**config.mk**
```make
export PLATFORM = sky130hd
export DESIGN_NAME = addsub_seq
export DESIGN_NICKNAME = d
export VERILOG_FILES = /design/src/rtl/addsub_seq.sv
export SDC_FILE = /design/constraint.sdc
export NUM_CORES = 1
export LEC_CHECK = 0
export BUFFER_PORTS_ARGS = -buffer_cell sky130_fd_sc_hd__buf_2
export CAP_MARGIN = 20
export CORE_MARGIN = 4
export CORE_UTILIZATION = 41
export CTS_CLUSTER_DIAMETER = 120
export CTS_CLUSTER_SIZE = 14
export DETAILED_ROUTE_END_ITERATION = 12
export GPL_TIMING_DRIVEN = 0
export PLACE_DENSITY = 0.71
export REMOVE_ABC_BUFFERS = 1
export SLEW_MARGIN = 0
export SYNTH_ARGS = -nofsm -noshare
export SYNTH_HDL_FRONTEND = slang
export SYNTH_SLANG_ARGS = --single-unit
```
**constraint.sdc**
```tcl
create_clock -name clk -period 1.9 [get_ports clk]
set_clock_uncertainty 0.15 [all_clocks]
set_input_delay 0.19 -clock clk [delete_from_list [all_inputs] [get_ports clk]]
set_output_delay 0.19 -clock clk [all_outputs]
set_load 0.02 [all_outputs]
```
**src/rtl/addsub_seq.sv**
```systemverilog
// addsub_seq: chunk-serial adder/subtractor.
// Operands of WIDTH*WORDS bits arrive as WORDS chunks of WIDTH bits,
// least-significant chunk first. The carry/borrow between chunks is kept in a
// register, so the combinational carry chain is only WIDTH bits long.
// Optional feature: define ADDSUB_OVF_EN to add the signed-overflow output ovf.
module addsub_seq #(
  parameter int WIDTH = 4,
  parameter int WORDS = 2
) (
  input  logic             clk,
  input  logic             rst_n,
  input  logic             start,
  input  logic             sub,
  input  logic             cin,
  input  logic             in_valid,
  output logic             in_ready,
  input  logic [WIDTH-1:0] a,
  input  logic [WIDTH-1:0] b,
  output logic [WIDTH-1:0] s,
  output logic             s_valid,
  output logic             done,
  output logic             cout,
  output logic             busy
`ifdef ADDSUB_OVF_EN
  ,
  output logic             ovf
`endif
);

  // Chunk counter needs at least one bit even when WORDS == 1.
  localparam int CW = (WORDS > 1) ? $clog2(WORDS) : 1;
  localparam logic [CW-1:0] LAST_CNT = CW'(WORDS - 1);

  typedef enum logic [0:0] {
    ST_IDLE = 1'b0,
    ST_RUN  = 1'b1
  } state_t;

  state_t           r_state;
  state_t           w_state_nxt;

  logic             r_sub;      // mode captured at start
  logic             r_cr;       // carry (add) or inverted borrow (sub) between chunks
  logic [CW-1:0]    r_cnt;      // index of the next chunk to accept

  logic [WIDTH-1:0] r_s;
  logic             r_s_valid;
  logic             r_done;
  logic             r_cout;

  logic             w_accept;
  logic             w_last;
  logic [WIDTH-1:0] w_b_eff;
  logic [WIDTH:0]   w_t;

`ifdef ADDSUB_OVF_EN
  logic             r_ovf;
  logic             w_c_msb_in;
  logic             w_ovf;
`endif

  // A chunk is taken only while running; the final chunk ends the operation.
  assign w_accept = in_valid && (r_state == ST_RUN);
  assign w_last   = (r_cnt == LAST_CNT);

  // Subtraction is A + ~B + cr, where cr starts as the inverted borrow-in.
  assign w_b_eff  = r_sub ? ~b : b;
  assign w_t      = {1'b0, a} + {1'b0, w_b_eff} + {{WIDTH{1'b0}}, r_cr};

`ifdef ADDSUB_OVF_EN
  // The carry into the MSB is recovered from the MSB sum bit; on the last chunk
  // the MSB of the chunk is the sign bit of the full-width result.
  assign w_c_msb_in = a[WIDTH-1] ^ w_b_eff[WIDTH-1] ^ w_t[WIDTH-1];
  assign w_ovf      = w_c_msb_in ^ w_t[WIDTH];
`endif

  // Next-state decode: IDLE waits for start, RUN leaves after the last accept.
  always_comb begin
    w_state_nxt = r_state;
    case (r_state)
      ST_IDLE: begin
        if (start) begin
          w_state_nxt = ST_RUN;
        end else begin
          w_state_nxt = ST_IDLE;
        end
      end
      ST_RUN: begin
        if (w_accept && w_last) begin
          w_state_nxt = ST_IDLE;
        end else begin
          w_state_nxt = ST_RUN;
        end
      end
      default: begin
        w_state_nxt = ST_IDLE;
      end
    endcase
  end

  // State register.
  always_ff @(posedge clk or negedge rst_n) begin
    if (!rst_n) begin
      r_state <= ST_IDLE;
    end else begin
      r_state <= w_state_nxt;
    end
  end

  // Operation context: mode, inter-chunk carry and chunk counter.
  always_ff @(posedge clk or negedge rst_n) begin
    if (!rst_n) begin
      r_sub <= 1'b0;
      r_cr  <= 1'b0;
      r_cnt <= {CW{1'b0}};
    end else if ((r_state == ST_IDLE) && start) begin
      r_sub <= sub;
      r_cr  <= sub ? ~cin : cin;
      r_cnt <= {CW{1'b0}};
    end else if (w_accept) begin
      r_cr  <= w_t[WIDTH];
      r_cnt <= r_cnt + CW'(1);
    end
  end

  // Result chunk and its valid pulse; s holds between accepts.
  always_ff @(posedge clk or negedge rst_n) begin
    if (!rst_n) begin
      r_s       <= {WIDTH{1'b0}};
      r_s_valid <= 1'b0;
    end else begin
      r_s_valid <= w_accept;
      if (w_accept) begin
        r_s <= w_t[WIDTH-1:0];
      end
    end
  end

  // Completion pulse and final carry/borrow, held until the next completion.
  always_ff @(posedge clk or negedge rst_n) begin
    if (!rst_n) begin
      r_done <= 1'b0;
      r_cout <= 1'b0;
    end else begin
      r_done <= w_accept && w_last;
      if (w_accept && w_last) begin
        r_cout <= r_sub ? ~w_t[WIDTH] : w_t[WIDTH];
      end
    end
  end

`ifdef ADDSUB_OVF_EN
  // Signed overflow of the full result, captured on the last chunk.
  always_ff @(posedge clk or negedge rst_n) begin
    if (!rst_n) begin
      r_ovf <= 1'b0;
    end else if (w_accept && w_last) begin
      r_ovf <= w_ovf;
    end
  end

  assign ovf = r_ovf;
`endif

  assign s        = r_s;
  assign s_valid  = r_s_valid;
  assign done     = r_done;
  assign cout     = r_cout;
  // Handshake and status come straight from the state flop.
  assign in_ready = (r_state == ST_RUN);
  assign busy     = (r_state == ST_RUN);

endmodule

```
=== After elaboration in Yosys (flattened, before gate mapping) ===
Cells that the tools add are included.

* Add/subtract/negate cells: 3
* Reduce and logical (&&, ||, !) cells: 4
* Bitwise gates (word level): 4
* Multiplexer cells: 10

{| class="wikitable"
|+ Operator list
! kind !! number
|-
| 1-bit two-way mux || 8
|-
| 4-bit by 4-bit adder with 5-bit output || 1
|-
| 5-bit by 1-bit adder with 5-bit output || 1
|-
| 4-bit two-way mux || 1
|-
| 4-bit NOT || 1
|-
| 1-bit logical AND || 3
|-
| 1-bit NOT || 3
|-
| 1-bit case mux with 2 select lines || 1
|-
| 2-bit nonzero test || 1
|-
| 1-bit adder (second input constant) || 1
|}

* Word-level logic and storage cells: 29
* Output and inout port bits: 9
* Bits in registers: 11

=== Logic depth before layout (Yosys ltp) ===
* Word-level depth: 6
* Depth in mapped cells: 7
* Gate-level depth less buffers: 6

=== Worst setup path after synthesis ===
No wires, ideal clock.

* Path kind: reg-to-reg
* Start: register r_sub
* End: register r_cr
* Required time: 1.622 ns
* Setup time: 0.128 ns
* Path slack: -0.223 ns
* Stages on the path, launching flop included: 8
* Arrival: 1.845 ns
* Cells stage by stage: dfrtp_1 -> clkbuf_1 -> xor2_1 -> fa_1 -> fa_1 -> nand3_1 -> and3_1 -> o22ai_1

* Cells in the longest elaborated chain, start to end: 5

{| class="wikitable"
|+ RTL lines
! what !! line !! text
|-
| from (decl) || 42 || <nowiki>logic r_sub;</nowiki>
|-
| from (signal assigned) || 117 || <nowiki>r_sub <= sub;</nowiki>
|-
| 4-bit two-way mux || 67 || <nowiki>assign w_b_eff = r_sub ? ~b : b;</nowiki>
|-
| 4-bit by 4-bit adder with 5-bit output || 68 || <nowiki>assign w_t = {1'b0, a} + {1'b0, w_b_eff} + {{WIDTH{1'b0}}, r_cr};</nowiki>
|-
| 5-bit by 1-bit adder with 5-bit output || 68 ||
|-
| 1-bit two-way mux || 120 || <nowiki>end else if (w_accept) begin</nowiki>
|-
| 1-bit two-way mux || 116 || <nowiki>end else if ((r_state == ST_IDLE) && start) begin</nowiki>
|-
| to (signal assigned) || 118 || <nowiki>r_cr <= sub ? ~cin : cin;</nowiki>
|-
| to (signal assigned) || 121 || <nowiki>r_cr <= w_t[WIDTH];</nowiki>
|-
| to (decl) || 43 || <nowiki>logic r_cr;</nowiki>
|}

Every way passes these cells. The select of a mux whose other input is x is not followed.
A chain may end at the register's enable or synchronous reset.

=== Final worst setup path ===
Same ends and word-level chain as after synthesis.

==> metrics.txt <==
Horiz. Die Dim 46.8 um; CP Max Fanout 3; final number of hold-violating endpoints 0; flip-flop and latch count after synthesis 11; cell area after synthesis 616 sq um; number of buffers on the longest clock path 2; number of instances in the synthesized netlist 57; timing-limited maximum frequency 0.519 GHz; total of max-cap violations 0; routability congestion estimate 0.830; total congestion overflow after global routing 0; worst relative slew slack 82.5%; number of iterations in the first detailed-routing pass 1; WL final about 1200 um; Final setup violation count 2; class of the most critical hold timing path input pin to flop; die span in y around 47 um; post-detailed-route DRC marker count 0; outcome complete, but fails checks; initial antenna violation count 0; count of input and output buffers 22; worst hold-check slack between 0.02 and 0.025 ns; final core area utilization 58.9%; clock input transition at the sequential cells of the worst setup and hold paths 0.07 ns; floorplan row count 13; Worst setup SP type flop; Skew-Pair Late Insertion Delay 0.26 ns; number of H-tree levels 1; worst setup path class flop to flop; Top Ports 23; worst r2r src r_sub; number of max-slew violations in the final report 0; share of the yosys chip area belonging to registers 44.7%; violated checks setup timing; origin of the worst min-delay path start; wire length of the first global-routing pass ~1900 um; part of the cycle the worst path needs 101%; R2R Path End r_cr; number of cell instances on the worst register-to-register path 6; endpoint kind of the worst setup timing path flop; number of clock buffers inserted by TritonCTS 3; Hold EP r_cnt; pin count of the biggest net entering global routing 12; Final nets 104; root buffer cell clkbuf_4; worst supply voltage drop on vdd 0.654 mV; mean instance size in the synthesized netlist 10.8 sq um; static leakage 0.400 nW; worst hold path depth 2; routed vias/inst ~5; Worst Path Required 1.90 ns; number of nets with antenna violations after detailed routing 0; time the final worst path needs with I/O delays and setup 1.93 ns; vias in the first global route between 400 and 500; register-to-register path setup slack -0.03 ns; critical path arrival 1.92 ns; proportion of layout cells with a drive suffix above 1 41.7%; Worst Setup Slack, final -0.0260 ns; die area roughly 2200 sq um; HPWL after detailed placement just over 900 um; number of distinct library cells after synthesis 23; area of the core 1350 sq um; number of clock sinks seen by CTS 11; initial core utilization ~46%; unrepaired setup endpoints after global routing true; Antenna diodes 0; initial drt markers 0; routed length per placed instance 11.7 um; measured slew at the worst slew-check pin 0.262 ns; dpl ws -0.287 ns; power density normalized to cell area ~1600 nW/um^2; post-route setup TNS -0.0308 ns; CTS tree yes; overall global routing resource usage 13.1%; vias 492; YS warnings 0; area grow syn2layout 29.3%
[cells in the final DEF, fill, tap and decap left out]
master	netlist	final
o21ai_0	3	3
nand2_1	3	3
xnor2_1	2	2
fa_2	0	2
nand4_1	1	1
o2111ai_1	1	1
xor2_1	5	5
o22ai_1	1	1
ha_1	3	3
mux2_2	3	3
nand2b_1	2	2
a211o_1	1	1
and3_1	1	1
nand2_2	1	1
nor2_1	2	2
dfrtp_1	11	10
or4_1	1	1
buf_4	1	2
inv_1	4	4
a21oi_1	3	3
and4b_1	1	1
dfrtp_2	0	1
buf_2	0	22
nand3_2	0	1
dlygate4sd3_1	0	1
clkbuf_4	0	3
clkbuf_1	1	1
nand3_1	4	3
[timing repair]
item / in CTS / in global routing
buffers inserted: 2 / 0
hold buffers: 1 / 0
gates resized for setup: 4 / 0
endpoints found under the setup margin: 5 / 4
pin swaps: 1 / 1
endpoints found under the hold margin: 11 / 0
[layer usage]
metal	vias up	part of all wire, %	GRT usage, %	wire, um
li1	253	-	-	-
met1	225	42	14.5	485
met2	12	51	22.3	595
met3	2	5.1	2.30	59
met4	0	2.0	9.94	23
met5	-	0	0	0
[area by class of cell]
class | count | area, sq um
clock buffer | 4 | 26.3
tap | 15 | 18.8
multi-input combinational | 40 | 324
inverter | 4 | 15.0
fill | 125 | 554
sequential | 11 | 277
timing repair buffer | 25 | 135
[critical path: stages, from the launching register on]
cell     delay [ns]
dfrtp_2        0.41
xor2_1         0.17
fa_2           0.35
fa_2           0.37
nand3_2        0.10
and3_1         0.17
o22ai_1        0.08
[registers in the layout, indices dropped and copies added, names as in the netlist]
register and count:
s 4, s_valid 1, cout 1, r_cnt 1, r_cr 1, r_sub 1
busy 1, done 1
[power breakdown]
group	internal, mW	total, mW	leakage, nW	switching [mW]
Clock	0.0811	0.154	0.0150	0.0733
Combinational	0.314	0.701	0.254	0.387
Sequential	0.346	0.418	0.131	0.0727
Total	0.741	1.27	0.400	0.533
[metrics by stage]
step | cell area (sq um) | cells | total power [mW]
3_3_place_gp | 733 | 92 | 1.06
5_1_grt | 796 | 99 | 1.40
2_1_floorplan | 604 | 55 | 0.889
3_5_place_dp | 733 | 92 | 1.07
6_report | 796 | 99 | 1.27
4_1_cts | 796 | 99 | 1.29
[synthesized netlist by cell type (all sizes together)]
master   instances  share of area, %
o22ai            1               1.0
inv              4               2.4
o2111ai          1               1.4
or4              1               1.2
nand2            4               2.8
clkbuf           1              0.61
nand3            4               3.3
dfrtp           11                45
and4b            1               1.6
a21oi            3               2.4
ha               3               6.1
mux2             3               5.5
and3             1               1.0
buf              1               1.2
nand4            1               1.0
xnor2            2               2.8
fa               2               6.5
nand2b           2               2.0
xor2             5               7.1
nor2             2               1.2
o21ai            3               2.4
a211o            1               1.4
[worst max-delay path by stage]
stage | start | end | slack [ns]
2_1_floorplan | r_sub | r_cr | -0.14
3_3_place_gp | r_sub | r_cr | -0.29
3_5_place_dp | r_sub | r_cr | -0.29
4_1_cts | r_sub | r_cr | -0.02
5_1_grt | r_sub | r_cr | -0.09
6_report | r_sub | r_cr | -0.03
[cells by family (layout without fill, tap and decap cells)]
| family | Yosys count | count (layout) | share of synthesized area (%) |
|---|---|---|---|
| buffers and inverters | 6 | 33 | 4.27 |
| AO/OA/AOI/OAI | 9 | 9 | 8.74 |
| adder cells (fa/ha/maj) | 5 | 5 | 12.6 |
| XOR/XNOR | 7 | 7 | 9.96 |
| flip-flops | 11 | 11 | 44.7 |
| multiplexers | 3 | 3 | 5.49 |
| AND/OR/NAND/NOR | 16 | 16 | 14.2 |
(Power assumes the default switching activity.)
